File: src/rtl/div_ui_ctrl.sv
// Button-driven operand entry and start/done sequencing for the 4-bit divider.
// Define DIV_TIMEOUT_EN to abort a hung division into ERR after TIMEOUT cycles.
module div_ui_ctrl #(
  parameter int WIDTH   = 4,
  parameter int TIMEOUT = 32
) (
  input  logic             clk,
  input  logic             rst,
  input  logic             up,
  input  logic             down,
  input  logic             ok,
  input  logic             div_done,
  input  logic [WIDTH-1:0] div_result,
  input  logic [WIDTH-1:0] div_rest,
  output logic             div_start,
  output logic [WIDTH-1:0] num,
  output logic [WIDTH-1:0] den,
  output logic [2:0]       state,
  output logic             err,
  output logic [WIDTH-1:0] leds
);

  typedef enum logic [2:0] {
    S_NUM   = 3'd0,
    S_DEN   = 3'd1,
    S_START = 3'd2,
    S_WAIT  = 3'd3,
    S_RES   = 3'd4,
    S_REST  = 3'd5,
    S_ERR   = 3'd6
  } st_t;

  st_t st;
  logic [WIDTH-1:0] res_q, rest_q;
  logic up_q, down_q, ok_q;
  logic up_p, down_p, ok_p;
  logic [WIDTH-1:0] num_nx, den_nx;
  logic to_q;

  assign up_p   = up & ~up_q;
  assign down_p = down & ~down_q;
  assign ok_p   = ok & ~ok_q;

  function automatic logic [WIDTH-1:0] edit(
    input logic [WIDTH-1:0] v,
    input logic             inc,
    input logic             dec
  );
    if (inc && !dec) return v + WIDTH'(1);
    if (dec && !inc) return v - WIDTH'(1);
    return v;
  endfunction

  assign num_nx = edit(num, up_p, down_p);
  assign den_nx = edit(den, up_p, down_p);
  assign state  = st;

`ifdef DIV_TIMEOUT_EN
  localparam int CW = $clog2(TIMEOUT + 1);
  logic [CW-1:0] cnt;
`endif

  always_ff @(posedge clk or posedge rst) begin
    if (rst) begin
      st        <= S_NUM;
      num       <= '0;
      den       <= '0;
      res_q     <= '0;
      rest_q    <= '0;
      up_q      <= 1'b0;
      down_q    <= 1'b0;
      ok_q      <= 1'b0;
      div_start <= 1'b0;
      err       <= 1'b0;
      to_q      <= 1'b0;
`ifdef DIV_TIMEOUT_EN
      cnt       <= '0;
`endif
    end else begin
      up_q      <= up;
      down_q    <= down;
      ok_q      <= ok;
      div_start <= 1'b0;
      case (st)
        S_NUM: begin
          num <= num_nx;
          if (ok_p) st <= S_DEN;
        end
        S_DEN: begin
          // the edit lands first, so the zero check sees the edited value
          den <= den_nx;
          if (ok_p) begin
            if (den_nx == '0) begin
              st  <= S_ERR;
              err <= 1'b1;
            end else begin
              st        <= S_START;
              div_start <= 1'b1;
            end
          end
        end
        S_START: begin
          st <= S_WAIT;
`ifdef DIV_TIMEOUT_EN
          cnt <= '0;
`endif
        end
        S_WAIT: begin
          if (div_done) begin
            res_q  <= div_result;
            rest_q <= div_rest;
            st     <= S_RES;
          end
`ifdef DIV_TIMEOUT_EN
          else if (cnt == CW'(TIMEOUT - 1)) begin
            st   <= S_ERR;
            err  <= 1'b1;
            to_q <= 1'b1;
          end else begin
            cnt <= cnt + CW'(1);
          end
`endif
        end
        S_RES:  if (ok_p) st <= S_REST;
        S_REST: if (ok_p) st <= S_NUM;
        S_ERR: begin
          if (ok_p) begin
            st   <= S_DEN;
            err  <= 1'b0;
            to_q <= 1'b0;
          end
        end
        default: begin
          st  <= S_NUM;
          err <= 1'b0;
        end
      endcase
    end
  end

`ifndef DIV_TIMEOUT_EN
  logic unused_timeout;
  assign unused_timeout = (TIMEOUT != 0);
`endif

  localparam logic [2*WIDTH-1:0] ALT2 = {WIDTH{2'b10}};
  localparam logic [WIDTH-1:0]   ALT  = ALT2[WIDTH-1:0];

  always_comb begin
    leds = '0;
    case (st)
      S_NUM:   leds = num;
      S_DEN:   leds = den;
      S_RES:   leds = res_q;
      S_REST:  leds = rest_q;
      S_ERR:   leds = to_q ? ALT : '1;
      default: leds = '0;
    endcase
  end

endmodule
File: config.mk
export PLATFORM = sky130hd
export DESIGN_NAME = div_ui_ctrl
export DESIGN_NICKNAME = d
export VERILOG_FILES = /design/src/rtl/div_ui_ctrl.sv
export SDC_FILE = /design/constraint.sdc
export NUM_CORES = 1
export LEC_CHECK = 0
export CORE_MARGIN = 2
export CORE_UTILIZATION = 40
export CTS_CLUSTER_SIZE = 20
export DETAILED_ROUTE_END_ITERATION = 10
export PLACE_DENSITY = 0.66
export SLEW_MARGIN = 15
export SYNTH_ARGS = -nofsm -noshare
export SYNTH_HDL_FRONTEND = slang
export SYNTH_SLANG_ARGS = --single-unit
File: constraint.sdc
create_clock -name clk -period 2.5 [get_ports clk]
set_input_delay 0.375 -clock clk [delete_from_list [all_inputs] [get_ports clk]]
set_output_delay 0.375 -clock clk [all_outputs]
set_load 0.05 [all_outputs]
=== After elaboration in Yosys (flattened, before gate mapping) ===
Index checks and enable logic that the tools add are counted.

* Flip-flop bits (word level): 24

* Mux-type cells: 26
* Add/sub/neg operators: 4
* Reduce and logical (&&, ||, !) cells: 13
* Bitwise gates (word level): 7
* Equal/unequal tests: 13

{| class="wikitable"
|+ Operators by type and width
! kind !! number
|-
| $mux 4 || 8
|-
| $pmux 4 s5 || 1
|-
| $mux 3 || 6
|-
| $pmux 3 s6 || 1
|-
| $ne 2x2->1 const B || 6
|-
| $eq 3x3->1 const B || 3
|-
| $mux 1 || 9
|-
| $add 4x1->4 const B || 2
|-
| $sub 4x1->4 const B || 2
|-
| $eq 3x2->1 const B || 2
|-
| $reduce_and 5->1 || 1
|-
| $reduce_or 5->1 || 1
|-
| $logic_not 4->1 || 1
|-
| $not 1->1 || 4
|-
| $reduce_and 2->1 || 2
|-
| $reduce_and 4->1 || 1
|-
| $and 1x1->1 || 3
|-
| $eq 3x1->1 const B || 1
|-
| $logic_not 3->1 || 1
|-
| $pmux 1 s3 || 1
|-
| $logic_and 1x1->1 || 2
|-
| $logic_not 1->1 || 2
|-
| $ne 2x1->1 const B || 1
|-
| $reduce_bool 2->1 || 1
|-
| $reduce_or 2->1 || 1
|}

=== Longest topological paths before layout ===
* Depth after elaboration: 12
* Mapped depth: 8

=== Worst setup path after synthesis ===
Ideal clock, no wire load.

* Kind: flip-flop to output port
* Start: reg st[2], in the netlist state[2]
* End: out leds[0]
* Path buffers: 2
* Slack: -48 ps
* Data required time: 2125 ps
* Stages on the path, launching flop included: 7
* Arrival: 2173 ps
* Cell sequence: dfrtp_1 -> buf_2 -> clkbuf_1 -> nand2_1 -> o21ai_0 -> a22oi_1 -> o22ai_1

* Longest elaborated chain between the ends: 2
* Elaborated cells between the ends (all ways): 6
* Classes of those cells: eq/ne (4); mux (1); reduce/logical (1)

{| class="wikitable"
|+ Ends and longest elaborated chain
! what !! line !! RTL
|-
| start: declaration || 33 || <nowiki>st_t st;</nowiki>
|-
| start signal: assignment || 65 || <nowiki>st <= S_NUM;</nowiki>
|-
| start signal: assignment || 87 || <nowiki>if (ok_p) st <= S_DEN;</nowiki>
|-
| start signal: assignment || 94 || <nowiki>st <= S_ERR;</nowiki>
|-
| $eq 3x3->1, or another cell as far along || 151 || <nowiki>case (st)</nowiki>
|-
| $pmux 4 s5 (*) || 151 ||
|-
| end: declaration || 20 || <nowiki>output logic [WIDTH-1:0] leds</nowiki>
|}

Mark *: on every way between the ends. The rest lies on a longest branch, timed or not.

=== Worst setup path in the final report ===
* Start: reg st[0], in the netlist state[0]
* End: out state[0]

{| class="wikitable"
|+ RTL lines
! what !! line !! RTL
|-
| end: declaration || 18 || <nowiki>output logic [2:0] state,</nowiki>
|}

No word-level cell between the ends.

==> run_results.csv <==
group,metric,value,unit
run_status,status,"complete, no violations",
clock_tree,cts_resized,0,
critical_path,worstPathRequired,2120,ps
final_layout,antennaDiodeCount,0,
synthesis,synth_fa_ha_area_share,5.60,%
synthesis,syn_inst,129,
placement,io_buffers,30,
timing,drv_slew,0,
grt,grt_max_degree,25,
synthesis,ys_seq_area_share,44.8,%
final_layout,fillers,300,
placement,hpwlAfterDp,2120,um
timing,worst_slew_pin_slew,494,ps
grt,grt_pass1_wl,4280,um
clock_tree,cts_tree,"yes",
placement,place_congestion,0.778,
clock_tree,cts_hold_buf,0,
timing,finalCriticalPeriod,2120,ps
synthesis,synth_compound_gate_area_share,13.2,%
min_path,hold_path_class,"input port to asynchronous set/reset pin",
timing,tns,0,ps
synthesis,synth_top_family_by_area,"simple AND/OR/NAND/NOR gates",
clock_tree,clk_latency,300,ps
detailed_routing,vias_per_cell,5.01,
final_layout,layout-drive-gt1-share,18.6,%
synthesis,synth.cell_area,1340,um2
synthesis,synth-edff-count,0,
grt,grt_antenna_before_repair,0,
synthesis,async_flop_share,100,%
timing,setup_violations,0,
clock_tree,clkSlewWorstSetupHoldPaths,120,ps
floorplan,die_area,3830,um2
detailed_routing,final_antenna_net_count,0,
critical_path,worst_path_max_delay_cell,"clkdlybuf4s50_1",
timing,rsz0062_at_grt,"no",
critical_path,critical_path_class,"flip-flop to output pin",
synthesis,avgSynthCellArea,10.4,um2
synthesis,synth_warnings,0,
floorplan,die_w,61.9,um
timing,clock_skew,4.05,ps
grt,gr-total-overflow,0,
detailed_routing,vias,1037,
clock_tree,cts-root-buf,"clkbuf_4",
detailed_routing,drc_errors,0,
grt,grt_usage,15.2,%
clock_tree,cts_made_buffers,3,
timing,hold_viol,0,
synthesis,synth-simple-area-share,17.4,%
critical_path,endpoint_kind,"output pin",
job,drv_cap,0,
critical_path,startpoint_type,"flip-flop",
timing,clock.fmax,0.471,GHz
grt,grt_pass1_vias,951,
floorplan,row_count,21,
clock_tree,h-tree-depth,1,
synthesis,synthDistinctLibCells,34,
critical_path,cp_data_arrival_time,1750,ps
clock_tree,cts_buffer_depth,2,
critical_path,path_delay_family,"buffers and inverters",
detailed_routing,wl,2700,um
synthesis,ys.flop_type,"dfrtp_1",
synthesis,syn_nets,149,
floorplan,design.core.area,3280,um2
floorplan,die_h,61.9,um
final_layout,area_growth,28.8,%
critical_path,cp_num_buf_inv,1,
clock_tree,postCtsSetupBuffers,0,
detailed_routing,wl_per_cell,13.0,um
synthesis,synth_seq_cells,24,
synthesis,synth-xor-area-share,5.23,%
clock_tree,cts_sinks,24,
detailed_routing,first_pass_iters,4,
floorplan,ios,31,
timing,max_slew_margin,67.0,%
timing,period_share,85.0,%
critical_path,cpPeakStageDelay,870,ps
synthesis,synthMuxAreaShare,9.99,%
final_layout,nNetsFinal,183,
critical_path,cp_max_fo,10,
floorplan,start_util,40.8,%
critical_path,crit_path_cell_trace,"clkdlybuf4s50_1",
detailed_routing,drt_iter0_drc,24,
==> routing by layer <==
layer	routed length [um]	track usage, %
met1	1260	20.6
met4	10	3.65
met5	0	0
met2	1300	24.8
met3	132	3.11
==> final cells by class <==
cell class,count,area [um2],share of cell area (%)
Tap cell,46,57.6,3.34
Sequential cell,24,601,34.8
Timing Repair Buffer,34,320,18.6
Clock buffer,3,22.5,1.31
Multi-Input combinational cell,92,694,40.2
Inverter,8,30.0,1.74
==> state kept, by name, indices dropped and copies added, names as in the netlist <==
signal,flops
ok_q,1
err,1
res_q,4
div_start,1
num,4
down_q,1
state,3
up_q,1
rest_q,4
den,4
==> cell families after synthesis <==
logic type,after synthesis
adder cells (fa/ha/maj),6
AO/OA/AOI/OAI,25
flip-flops,24
multiplexers,12
AND/OR/NAND/NOR,41
XOR/XNOR,8
buffers and inverters,13
==> metrics by stage <==
step                utilization [%]  setup WS [ps]  cells  hold WS (ps)  area [um2]
global route                   52.5            276    207           445        1730
floorplan                         -           68.7    129           390        1350
detailed placement             51.8           40.3    204           483        1700
global placement               51.8            121    204           481        1700
finish                         52.5            375    207           405        1730
CTS                            52.5            358    207           413        1730
==> placed cells by master, fill, tap and decap left out, types with 2 or more instances in the layout <==
| master | Yosys | final |
|---|---|---|
| a21oi_1 | 5 | 5 |
| a22oi_1 | 3 | 3 |
| xnor2_1 | 5 | 5 |
| mux2_2 | 11 | 11 |
| nand2_1 | 10 | 10 |
| o211ai_1 | 2 | 2 |
| nand3_1 | 2 | 2 |
| ha_1 | 6 | 6 |
| xor2_1 | 3 | 3 |
| and2b_2 | 2 | 2 |
| clkbuf_4 | 0 | 3 |
| nor2b_1 | 2 | 2 |
| nand4_1 | 2 | 2 |
| o22ai_1 | 4 | 3 |
| buf_4 | 0 | 8 |
| clkdlybuf4s50_1 | 0 | 26 |
| nand2b_1 | 2 | 2 |
| nor2_1 | 13 | 13 |
| o21ai_0 | 7 | 7 |
| dfrtp_1 | 24 | 24 |
| inv_1 | 8 | 8 |
==> final timing paths <==
kind                              to  slack, ps      from  cells past startpoint
min reg2reg                      err        500       err                      2
max                         state[0]        380  state[0]                      1
min                         res_q[0]        400       rst                      3
max reg2reg                div_start        580    down_q                      8
max in group asynchronous   res_q[1]       1850       rst                      3
min in group clk                 err        500       err                      2
==> Yosys cell counts (all sizes together), types with 3 or more instances <==
cell type	count	share of area [%]
a21oi	6	2.5
a22oi	3	1.7
and2b	3	1.9
buf	3	1.0
dfrtp	24	45
ha	6	5.6
inv	8	2.2
mux2	11	9.2
nand2	10	2.8
nand2b	3	2.0
nand3	3	1.5
nor2	13	3.6
o21ai	7	2.6
o22ai	4	1.9
xnor2	5	3.3
xor2	3	2.0
Power is not shown: default switching activity piles up to over one toggle a cycle in this logic, so the estimate is an artifact.
